--- config.mk ---
export PLATFORM = sky130hd
export DESIGN_NAME = spi_ram_master
export DESIGN_NICKNAME = d
export VERILOG_FILES = /design/src/rtl/spi_ram_master.sv
export SDC_FILE = /design/constraint.sdc
export NUM_CORES = 1
export LEC_CHECK = 0
export ABC_AREA = 1
export BUFFER_PORTS_ARGS = -buffer_cell sky130_fd_sc_hd__buf_2
export CAP_MARGIN = 20
export CORE_AREA = 4 4 60 62
export DETAILED_ROUTE_END_ITERATION = 6
export DIE_AREA = 0 0 64 66
export GPL_ROUTABILITY_DRIVEN = 0
export HOLD_SLACK_MARGIN = 0.15
export PLACE_DENSITY_LB_ADDON = 0.1
export SKIP_CTS_REPAIR_TIMING = 1
export SLEW_MARGIN = 5
export SYNTH_ARGS = -nofsm -noshare
export SYNTH_HDL_FRONTEND = slang
export SYNTH_SLANG_ARGS = --single-unit
--- constraint.sdc ---
create_clock -name clk -period 2.5 [get_ports clk]
set_clock_uncertainty 0.15 [all_clocks]
set_input_delay 0.5 -clock clk [delete_from_list [all_inputs] [get_ports clk]]
set_output_delay 0.5 -clock clk [all_outputs]
set_load 0.005 [all_outputs]
--- src/rtl/spi_ram_master.sv ---
// -----------------------------------------------------------------------------
// spi_ram_master
//
// Initiator side of the SPI RAM link. Turns parallel command requests into
// SS_n/MOSI frames for the SPI slave + RAM wrapper and returns the bytes read
// back on MISO. The master and the slave share the system clock, so one bit
// moves per clk and there is no SCLK.
//
// Frame layout (SS_n low):
//   START   1 clk       MOSI = op[1] (sampled by the slave's command-check cycle)
//   TX      10 clks     MOSI = {op, data}, MSB first
//   WAIT_RD RD_LAT clks MOSI = 0 (op 11 only)
//   RX      8 clks      MISO captured MSB first (op 11 only)
// Ops 00/01/10 hold SS_n low for 11 clks, op 11 for 19+RD_LAT clks.
// Between frames SS_n stays high for at least GAP clks. With cmd_valid held
// high, the next START begins GAP+1 clks after END.
//
// Parameters:
//   RD_LAT  clks from the last MOSI payload bit to the first valid MISO bit
//   GAP     minimum clks SS_n stays high between frames (>= 1)
//
// Ports:
//   clk        system clock, rising edge
//   rst_n      synchronous active-low reset
//   cmd_valid  command request
//   cmd_ready  command can be accepted (idle and inter-frame gap elapsed)
//   cmd_op     00 wr-addr, 01 wr-data, 10 rd-addr, 11 rd-data
//   cmd_data   address or data byte (sent as-is for op 11)
//   rsp_valid  one-clk pulse when rsp_data holds the byte of an op-11 frame
//   rsp_data   last captured MISO byte, held until the next op-11 capture
//   busy       high from command accept until SS_n returns high
//   SS_n       slave select, active low
//   MOSI       serial data to slave, MSB first
//   MISO       serial data from slave, MSB first
// -----------------------------------------------------------------------------
module spi_ram_master #(
    parameter int RD_LAT = 2,
    parameter int GAP    = 1
) (
    input  logic       clk,
    input  logic       rst_n,
    input  logic       cmd_valid,
    output logic       cmd_ready,
    input  logic [1:0] cmd_op,
    input  logic [7:0] cmd_data,
    output logic       rsp_valid,
    output logic [7:0] rsp_data,
    output logic       busy,
    output logic       SS_n,
    output logic       MOSI,
    input  logic       MISO
);

    typedef enum logic [2:0] {
        S_IDLE,
        S_START,
        S_TX,
        S_WAIT_RD,
        S_RX,
        S_END
    } state_t;

    localparam int WW = (RD_LAT > 1) ? $clog2(RD_LAT) : 1;
    localparam int GW = (GAP > 1) ? $clog2(GAP + 1) : 1;

    state_t        state;
    logic [9:0]    shift_q;   // {op, data}, bit 9 goes out next
    logic [3:0]    bit_cnt;   // TX: 9..0, RX: 7..0
    logic [WW-1:0] wait_cnt;  // WAIT_RD: RD_LAT-1..0
    logic [GW-1:0] gap_left;  // clks of SS_n-high still owed before cmd_ready
    logic [6:0]    rx_q;      // first 7 MISO bits; the 8th goes straight to rsp_data
    logic          rd_frame;  // current frame is an op-11 read

    // NOTE: every register below is assigned with <= so all next-state values
    // are computed from the same pre-edge snapshot of the state.
    always_ff @(posedge clk) begin
        if (!rst_n) begin
            state     <= S_IDLE;
            SS_n      <= 1'b1;
            MOSI      <= 1'b0;
            busy      <= 1'b0;
            rsp_valid <= 1'b0;
            rsp_data  <= 8'h00;
            cmd_ready <= 1'b1;
            shift_q   <= '0;
            bit_cnt   <= '0;
            wait_cnt  <= '0;
            gap_left  <= '0;
            rx_q      <= '0;
            rd_frame  <= 1'b0;
        end else begin
            // NOTE: rsp_valid defaults low every clk so the RX branch can only
            // raise it for a single cycle.
            rsp_valid <= 1'b0;

            case (state)
                S_IDLE: begin
                    if (cmd_valid && cmd_ready) begin
                        shift_q   <= {cmd_op, cmd_data};
                        rd_frame  <= (cmd_op == 2'b11);
                        cmd_ready <= 1'b0;
                        busy      <= 1'b1;
                        SS_n      <= 1'b0;
                        MOSI      <= cmd_op[1];
                        state     <= S_START;
                    end else if (!cmd_ready) begin
                        if (gap_left <= GW'(1)) begin
                            cmd_ready <= 1'b1;
                        end else begin
                            gap_left <= gap_left - 1'b1;
                        end
                    end
                end

                S_START: begin
                    MOSI    <= shift_q[9];
                    shift_q <= {shift_q[8:0], 1'b0};
                    bit_cnt <= 4'd9;
                    state   <= S_TX;
                end

                S_TX: begin
                    if (bit_cnt == 4'd0) begin
                        MOSI <= 1'b0;
                        if (rd_frame) begin
                            if (RD_LAT == 0) begin
                                bit_cnt <= 4'd7;
                                state   <= S_RX;
                            end else begin
                                wait_cnt <= WW'(RD_LAT - 1);
                                state    <= S_WAIT_RD;
                            end
                        end else begin
                            SS_n     <= 1'b1;
                            busy     <= 1'b0;
                            gap_left <= GW'(GAP);
                            state    <= S_END;
                        end
                    end else begin
                        MOSI    <= shift_q[9];
                        shift_q <= {shift_q[8:0], 1'b0};
                        bit_cnt <= bit_cnt - 1'b1;
                    end
                end

                S_WAIT_RD: begin
                    if (wait_cnt == '0) begin
                        bit_cnt <= 4'd7;
                        state   <= S_RX;
                    end else begin
                        wait_cnt <= wait_cnt - 1'b1;
                    end
                end

                S_RX: begin
                    rx_q <= {rx_q[5:0], MISO};
                    if (bit_cnt == 4'd0) begin
                        rsp_data  <= {rx_q, MISO};
                        rsp_valid <= 1'b1;
                        SS_n      <= 1'b1;
                        busy      <= 1'b0;
                        gap_left  <= GW'(GAP);
                        state     <= S_END;
                    end else begin
                        bit_cnt <= bit_cnt - 1'b1;
                    end
                end

                S_END: begin
                    // The END clk itself is the first clk of the gap.
                    state <= S_IDLE;
                    if (gap_left <= GW'(1)) begin
                        cmd_ready <= 1'b1;
                    end else begin
                        gap_left <= gap_left - 1'b1;
                    end
                end

                default: begin
                    SS_n  <= 1'b1;
                    MOSI  <= 1'b0;
                    busy  <= 1'b0;
                    state <= S_IDLE;
                end
            endcase
        end
    end

endmodule

==> Yosys cells after proc, flatten, opt, wreduce, memory -nomap -nowiden <==
Cells that the tools add are included.
{ "word_totals": {"reg_bits": 40, "latchBits": 0, "ram_bits": 0, "romBits": 0, "in_bits": 14, "output_inout_bits": 13, "wordCells": 97, "mem_count": 0} }
{ "op_classes": {"n_addsub": 3, "multipliers": 0, "div_mod_pow": 0, "magnitude_cmp": 1, "eq_ne": 17, "shift": 0, "n_mux": 39, "n_bitwise": 2, "n_reduce_logical": 22} }
{ "op_table": {"columns": ["operator", "count"], "rows": [
  ["$pmux 10 s3", 1],
  ["$ne 2x2->1 const B", 11],
  ["$mux 1", 21],
  ["$mux 10", 2],
  ["$pmux 1 s4", 4],
  ["$mux 3", 5],
  ["$pmux 3 s5", 1],
  ["$pmux 4 s3", 1],
  ["$reduce_and 2->1", 5],
  ["$reduce_and 3->1", 3],
  ["$mux 4", 2],
  ["$eq 3x2->1 const B", 2],
  ["$eq 3x3->1 const B", 2],
  ["$reduce_and 6->1", 1],
  ["$reduce_bool 3->1", 2],
  ["$reduce_or 3->1", 2],
  ["$reduce_and 5->1", 1],
  ["$logic_not 4->1", 1],
  ["$pmux 1 s2", 2],
  ["$reduce_and 4->1", 1],
  ["$reduce_bool 2->1", 2],
  ["$reduce_bool 4->1", 1],
  ["$sub 4x1->4 const B", 1],
  ["$eq 3x1->1 const B", 1],
  ["other kinds (7)", 9]
]} }

==> Depth between registers and ports, before layout <==
Gate-level depths: netlist of the first run.
{ "logic_depth": {"depth_word": 5, "ltp_mapped": 11, "mapped_depth_nobuf": 9} }

==> Worst setup path after synthesis of the first run <==
No wires, ideal clock.
{ "synth_path": {"path_type": "register -> register", "startpoint": "register bit_cnt[0]", "endpoint": "register shift_q[2]", "setup_time_ns": 0.116, "arrival_time_ns": 1.347, "required_time_ns": 2.234, "setup_slack_ns": 0.888, "stages_incl_launch_ff": 9, "n_path_buf": 1, "period_less_slack_ns": 1.612, "cell_sequence": "dfxtp_1 > inv_1 > ha_1 > nand3_1 > nor2_1 > nor2_4 > buf_4 > o21ai_0 > nor2_1"} }
{ "synth_via": {"elab_chain_cells": 3} }
{ "synth_lines": {"columns": ["element", "line", "rtl"], "rows": [
  ["start, declared", "68", "logic [3:0] bit_cnt;"],
  ["start signal, assigned", "142", "bit_cnt <= bit_cnt - 1'b1;"],
  ["start signal, assigned", "165", "bit_cnt <= bit_cnt - 1'b1;"],
  ["$logic_not 4->1", "123", "if (bit_cnt == 4'd0) begin"],
  ["$ne 2x2->1 (no source line)", null, null],
  ["$reduce_and 3->1 (no source line)", null, null],
  ["end signal, assigned", "99", "shift_q <= {cmd_op, cmd_data};"],
  ["end signal, assigned", "117", "shift_q <= {shift_q[8:0], 1'b0};"],
  ["end signal, assigned", "141", "shift_q <= {shift_q[8:0], 1'b0};"],
  ["end, declared", "67", "logic [9:0] shift_q;"]
]} }
Every way passes these cells.
A chain may end at the register's enable or synchronous reset.

==> Worst setup path after layout of the first run <==
{ "layout_path": {"startpoint": "register state[0]", "endpoint": "register rsp_data[4]"} }
{ "layout_via": {"elab_chain_cells": 2} }
{ "layout_lines": {"columns": ["element", "line", "rtl"], "rows": [
  ["start, declared", "66", "state_t state;"],
  ["start signal, assigned", "78", "state <= S_IDLE;"],
  ["start signal, assigned", "105", "state <= S_START;"],
  ["start signal, assigned", "119", "state <= S_TX;"],
  ["$eq 3x3->1", "96", "case (state)"],
  ["$reduce_and 2->1 (no source line)", null, null],
  ["end signal, assigned", "158", "rsp_data <= {rx_q, MISO};"],
  ["end, declared", "47", "output logic [7:0] rsp_data,"]
]} }
Every way passes these cells.

==> metrics.yaml, run 1 <==
outcome: "finished, final reports clean"
grt_most_used_layer: "met2"
synth_cell_types: 18
max_freq_mhz: 547
finalNonFillerCells: 340
p_leak_nw: 1.02
grt_usage_pct: 19.7
hold_ws_ns: 0.232
worst_r2r_startpoint: "state[0]$_SDFFE_PN0P_"
first_pass_iters: 4
setup_viol: 0
critPathLaunchType: "register"
dr.first_iter.drc_count: 135
reg2reg_slack_ns: 0.67
grt_first_pass_wirelength_mm: 6.51
portBuffers: 26
synth-seq-cells: 39
ys_warn_count: 0
synth.avg_cell_area_sq_um: 6.68
min_from: "MISO"
fp.dieH_microns: 66
clk_latency_ns: 0.35
drc: 0
reg2reg_depth: 6
grt_max_degree: 36
min_period_ns: 1.83
pwr-share-seq_pct: 40.9
synth_area_leader_cell: "dfxtp_1"
peakVddDrop_v: 0.000620
slew-limit-headroom_pct: 64.7
vias: 1713
cts-buffers-inserted: 5
intPower_mw: 1.31
clk_pin_slew_ns: 0.11
die_x_microns: 64
combPwrFrac_pct: 45.8
worstPathMaxFanout: 13
mostFrequentLayoutCell: "nand2_1"
yosysSeqAreaShare_pct: 43.5
drv_cap: 0
core-area_sq_mm: 0.00303
synth_fp_nets: 285
viasPerCell: 5.04
grt_use_met2_pct: 32.6
syn_area_sq_mm: 0.00180
r2r_end: "rsp_data[4]$_SDFFE_PN0P_"
clkPwrFrac_pct: 13.3
cts_tree: "built"
finalCritPeriodShare_pct: 73.1
cts.sinks: 39
fin_area_sq_mm: 0.00200
worst_pin_slew_ns: 0.529
wire_per_inst_microns: 10.9
synth_top_cell_area_share_pct: 43.5
grtUsageMet1_pct: 22.9
final_hold_viol_count: 0
htreeDepth: 2
critical_path_class: "reg2reg"
swShare_pct: 44.6
areaGrowthSynthToFinish_pct: 11.3
overflow: 0
arrival_ns: 1.94
finalMaxSlewViolations: 0
dp_hpwl_mm: 2.61
cp.required_ns: 2.61
ant_nets: 0
final_nets: 311
drt_wl_total_mm: 3.70
diodes: 0
placed_cells: 332
rsz0062_at_grt: "no"
grt_pass1_vias: 1579
cts_max_path_buffers: 2
num_io_pins: 27
worstHoldPathCells: 3
p_sw_mw: 1.05
dpl_cell_area_sq_mm: 0.00195
yosys-top-cells-area: "dfxtp_1 (43%), nand2_1 (15%), nor2_1 (12%)"
hold_class: "in2reg"
antenna_found_initial: 0
dieArea_sq_mm: 0.00422
whs_endpoint: "rsp_data[0]$_SDFFE_PN0P_"
cp-end-kind: "register"
fin_setup_tns_ns: 0
final_cell_mix: "nand2_1 (71), nor2_1 (56), dfxtp_1 (39)"
finalPower_mw: 2.36
std_cell_rows: 20
cts_root_buffer: "clkbuf_4"
drive_gt1_share_pct: 15.5
use_met3_pct: 5.78
syn_inst: 269
p_per_area_mw_per_mm2: 1180
start_util_pct: 59.3
## worst max path at each step
stage / startpoint / cells past startpoint / slack (ns) / end
after floorplan: bit_cnt[0]$_SDFFE_PN0P_ / 8 / 0.89 / shift_q[2]$_SDFFE_PN0P_
after global placement: state[0]$_SDFFE_PN0P_ / 6 / 0.68 / rsp_data[4]$_SDFFE_PN0P_
after detailed placement: state[0]$_SDFFE_PN0P_ / 6 / 0.68 / rsp_data[4]$_SDFFE_PN0P_
after CTS: state[0]$_SDFFE_PN0P_ / 6 / 0.67 / rsp_data[4]$_SDFFE_PN0P_
after global routing: state[0]$_SDFFE_PN0P_ / 6 / 0.42 / rsp_data[1]$_SDFFE_PN0P_
final: state[0]$_SDFFE_PN0P_ / 6 / 0.67 / rsp_data[4]$_SDFFE_PN0P_
## per-stage QoR
step | setup WS, ns | util, %
2_1_floorplan | 0.888 | -
3_3_place_gp | 0.684 | 64.3
3_5_place_dp | 0.683 | 64.3
4_1_cts | 0.670 | 66.0
5_1_grt | 0.419 | 66.0
6_report | 0.673 | 66.0
## per-layer routing
layer | vias up | wire [microns]
met2 | 51 | 1710
met1 | 750 | 1710
met5 | - | 0
met3 | 9 | 202
li1 | 903 | -
met4 | 0 | 81
## synthesized netlist by cell type, drive strengths merged
cell type / number
nand4: 6
nand2: 75
nand3: 23
a21oi: 10
nor2: 59
ha: 2
clkbuf: 3
dfxtp: 39
buf: 4
o21ai: 25
inv: 23
## critical path, cell delays in order, from the launching register on
cell and delay (ns):
dfxtp_1 0.42, nor2_2 0.17, nand2_1 0.26, nor2_2 0.35
inv_1 0.21, nor2_1 0.13, nor2_1 0.05
## logic make-up (layout without fill, tap and decap cells)
logic type,count (synthesis),in the layout,synth area share [%]
AND/OR/NAND/NOR,163,163,38.6
flip-flops,39,39,43.5
AO/OA/AOI/OAI,35,35,9.75
buffers and inverters,30,57,6.82
adder cells (fa/ha/maj),2,2,1.39
## layout make-up
type	instances	area, sq um
inverters	23	86.3
multi-input cells	200	893
repair buffers	26	130
flip-flops and latches	39	781
well taps	44	55.1
clock inverters	2	12.5
fillers	294	1030
clock buffers	6	41.3
## flip-flops by register name (all words and copies together), names as in the netlist
name,count
SS_n,1
wait_cnt,1
bit_cnt,4
cmd_ready,1
rsp_valid,1
rx_q,7
rd_frame,1
busy,1
MOSI,1
shift_q,10
rsp_data,8
state,3
## power by group through the flow
stage                     logic, mW  registers, mW  clock network [mW]
after floorplan               0.864          0.951                   0
after detailed placement       1.08          0.979                   0
after CTS                      1.09          0.965               0.327
final                          1.08          0.967               0.313
after global placement         1.07          0.979                   0
after global routing           1.27          0.993               0.363
Note: power is estimated with default switching activity, not from simulation.
==> inputs of run 2 (changes only) <==
- ABC_AREA: 1 -> 0
- CORE_AREA: 4 4 60 62 -> 4 4 67 69
- DIE_AREA: 0 0 64 66 -> 0 0 71 73
- clock period: 2.5 -> 1.64 ns (I/O delays scaled with it)
==> metrics.yaml, run 2 <==
core-area_sq_mm: 0.00391  # +29%
grt_max_degree: 21  # -42%
htreeDepth: 2  # unchanged
dieArea_sq_mm: 0.00518  # +23%
mostFrequentLayoutCell: "dfxtp_1"
hold_ws_ns: 0.167  # -0.0649 ns
cp_cell_sequence: "buf_4 -> a21oi_1 -> o32ai_4 -> buf_6 -> nand2b_4 -> a21oi_2"
num_io_pins: 27  # unchanged
hold_class: "in2reg"
drc: 0  # unchanged
syn_area_sq_mm: 0.00188  # +4.4%
cp-end-kind: "register"
largest_reg_flops: 10  # unchanged
synth_top_family_by_area: "compound AO/OA/AOI/OAI gates"
die_x_microns: 71  # +11%
cts-buffers-inserted: 5  # unchanged
clk_latency_ns: 0.29  # -0.06 ns
drive_gt1_share_pct: 35.7  # +20 points
final_nets: 270  # -13%
synth-seq-cells: 39  # unchanged
yosysMostFrequentCell: "dfxtp_1"
synth_xor_area_share_pct: 0.467  # +0.47 points
std_cell_rows: 23  # +15%
critPathLaunchType: "register"
dpl_cell_area_sq_mm: 0.00215  # +10%
ant_nets: 0  # unchanged
synth_fp_nets: 226  # -21%
antenna_found_initial: 0  # unchanged
grt_usage_pct: 16.2  # -3.5 points
synth.top_cells.by_count: "dfxtp_1 (39), a21oi_1 (27), nand2_1 (21)"
synth_compound_area_share_pct: 22.2  # +12 points
drt_wl_total_mm: 4.41  # +19%
p_per_area_mw_per_mm2: 1790  # +52%
min_period_ns: 1.67  # -0.154 ns
cts.sinks: 39  # unchanged
placed_cells: 294  # -11%
dr.first_iter.drc_count: 80  # -41%
fp.dieH_microns: 73  # +11%
outcome: "complete, but fails checks"
cts_root_buffer: "clkbuf_8"
synth_edf_count: 0  # unchanged
first_pass_iters: 4  # unchanged
startpoint: "state[0]$_SDFFE_PN0P_"
grt_first_pass_wirelength_mm: 6.72  # +3.2%
synth_top_cell_area_share_pct: 41.6  # -1.8 points
yosysSeqAreaShare_pct: 41.6  # -1.8 points
top_register: "shift_q"
ys_warn_count: 0  # unchanged
crit_slowest_cell: "dfxtp_1"
diodes: 0  # unchanged
min_from: "cmd_op[1]"
fillCellCount: 361  # +23%
viasPerCell: 5.45  # +8.1%
dp_hpwl_mm: 2.97  # +14%
final_hold_viol_count: 0  # unchanged
ys_dominant_reg_cell: "dfxtp_1"
cts_max_path_buffers: 2  # unchanged
reg2reg_depth: 6  # unchanged
ys_async_sr_fraction_pct: 0  # unchanged
portBuffers: 26  # unchanged
synth.avg_cell_area_sq_um: 8.93  # +34%
finalCritPeriodShare_pct: 102  # +29 points
drv_cap: 0  # unchanged
critical_path_class: "reg2reg"
p_leak_nw: 0.982  # -3.4%
worstPathMaxFanout: 7  # -6
setup_viol: 14  # +14
finalMaxSlewViolations: 0  # unchanged
fin_setup_tns_ns: -0.179  # -0.179 ns
max_freq_mhz: 598  # +9.2%
grt_pass1_vias: 1545  # -2.2%
synthMuxAreaShare_pct: 9.07  # +9.1 points
violations: "negative setup slack"
cts_tree: "built"
arrival_ns: 1.75  # -0.19 ns
worst_r2r_startpoint: "state[0]$_SDFFE_PN0P_"
synth_area_leader_cell: "dfxtp_1"
vias: 1661  # -3.0%
worstHoldPathCells: 3  # unchanged
yosys-top-cells-area: "dfxtp_1 (42%), mux2i_1 (9.1%), a21oi_1 (7.2%)"
cp.required_ns: 1.71  # -0.90 ns
clk_pin_slew_ns: 0.07  # -0.04 ns
fin_ws_ns: -0.0334  # -0.706 ns
synth_fa_ha_area_share_pct: 1.33  # -0.059 points
yosys.area_share.simple_pct: 19.4  # -19 points
synth_cell_types: 50  # +32
slew-limit-headroom_pct: 74.1  # +9.4 points
critPathMaxStageDelay_ns: 0.37  # -0.05 ns
areaGrowthSynthToFinish_pct: 26.8
rsz0062_at_grt: "yes"
reg_top3: "shift_q (10), rsp_data (8), rx_q (7)"
start_util_pct: 47.9  # -11 points
overflow: 0  # unchanged
wire_per_inst_microns: 14.5  # +33%
fin_area_sq_mm: 0.00238  # +19%
final_cell_mix: "dfxtp_1 (36), buf_2 (26), a21oi_1 (22)"
peakVddDrop_v: 0.000967  # +56%
finalNonFillerCells: 305  # -10%
worst_pin_slew_ns: 0.388  # -0.141 ns
syn_inst: 210  # -22%
-- run 2: critical path: cells and delay by family (launching register included) --
family / cells / cell delay, ns
AO/OA/AOI/OAI: 3 / 0.61
flip-flops: 1 / 0.37
buffers and inverters: 2 / 0.35
AND/OR/NAND/NOR: 1 / 0.13
-- run 2: where the power goes --
group | internal [mW] | switching, mW
clock network | 0.298 | 0.315
registers | 1.19 | 0.199
logic | 1.09 | 1.17
-- run 2: final timing paths --
check / endpoint / slack (ns)
max: shift_q[0]$_SDFFE_PN0P_ / -0.03
min: rd_frame$_SDFFE_PN0P_ / 0.17
max reg2reg: shift_q[0]$_SDFFE_PN0P_ / -0.03
min reg2reg: busy$_SDFFE_PN0P_ / 0.29
-- run 2: cells by family after synthesis --
logic type | Yosys count
flops | 39
fa+ha+maj | 2
mux | 17
buf+inv | 22
simple gates | 62
xor+xnor | 1
compound gates | 67
-- run 2: per-stage QoR --
step                      power, mW  utilization [%]  setup WS (ns)
after floorplan                2.73                -       0.000565
after global placement         3.24             54.9        -0.0375
after detailed placement       3.31             54.9        -0.0615
after CTS                      3.93             57.0        -0.0748
after global routing           4.55             60.8         -0.161
final                          4.26             60.8        -0.0334
-- run 2: final cells by class --
class                   count  area, sq um  share of cell area [%]
well taps                  50         62.6                    2.63
repair buffers             50          328                    13.8
clock buffers               7         76.3                    3.21
multi-input cells         149         1090                    45.8
flip-flops and latches     39          785                    33.0
clock inverters             1         5.00                   0.210
inverters                   9         33.8                    1.42
-- run 2: per-layer routing --
metal	vias to the layer above	GRT usage [%]	wire length [microns]
li1	828	-	-
met3	8	4.68	168
met4	0	5.85	79
met1	792	18.7	1910
met5	-	0	0
met2	33	28.4	2260
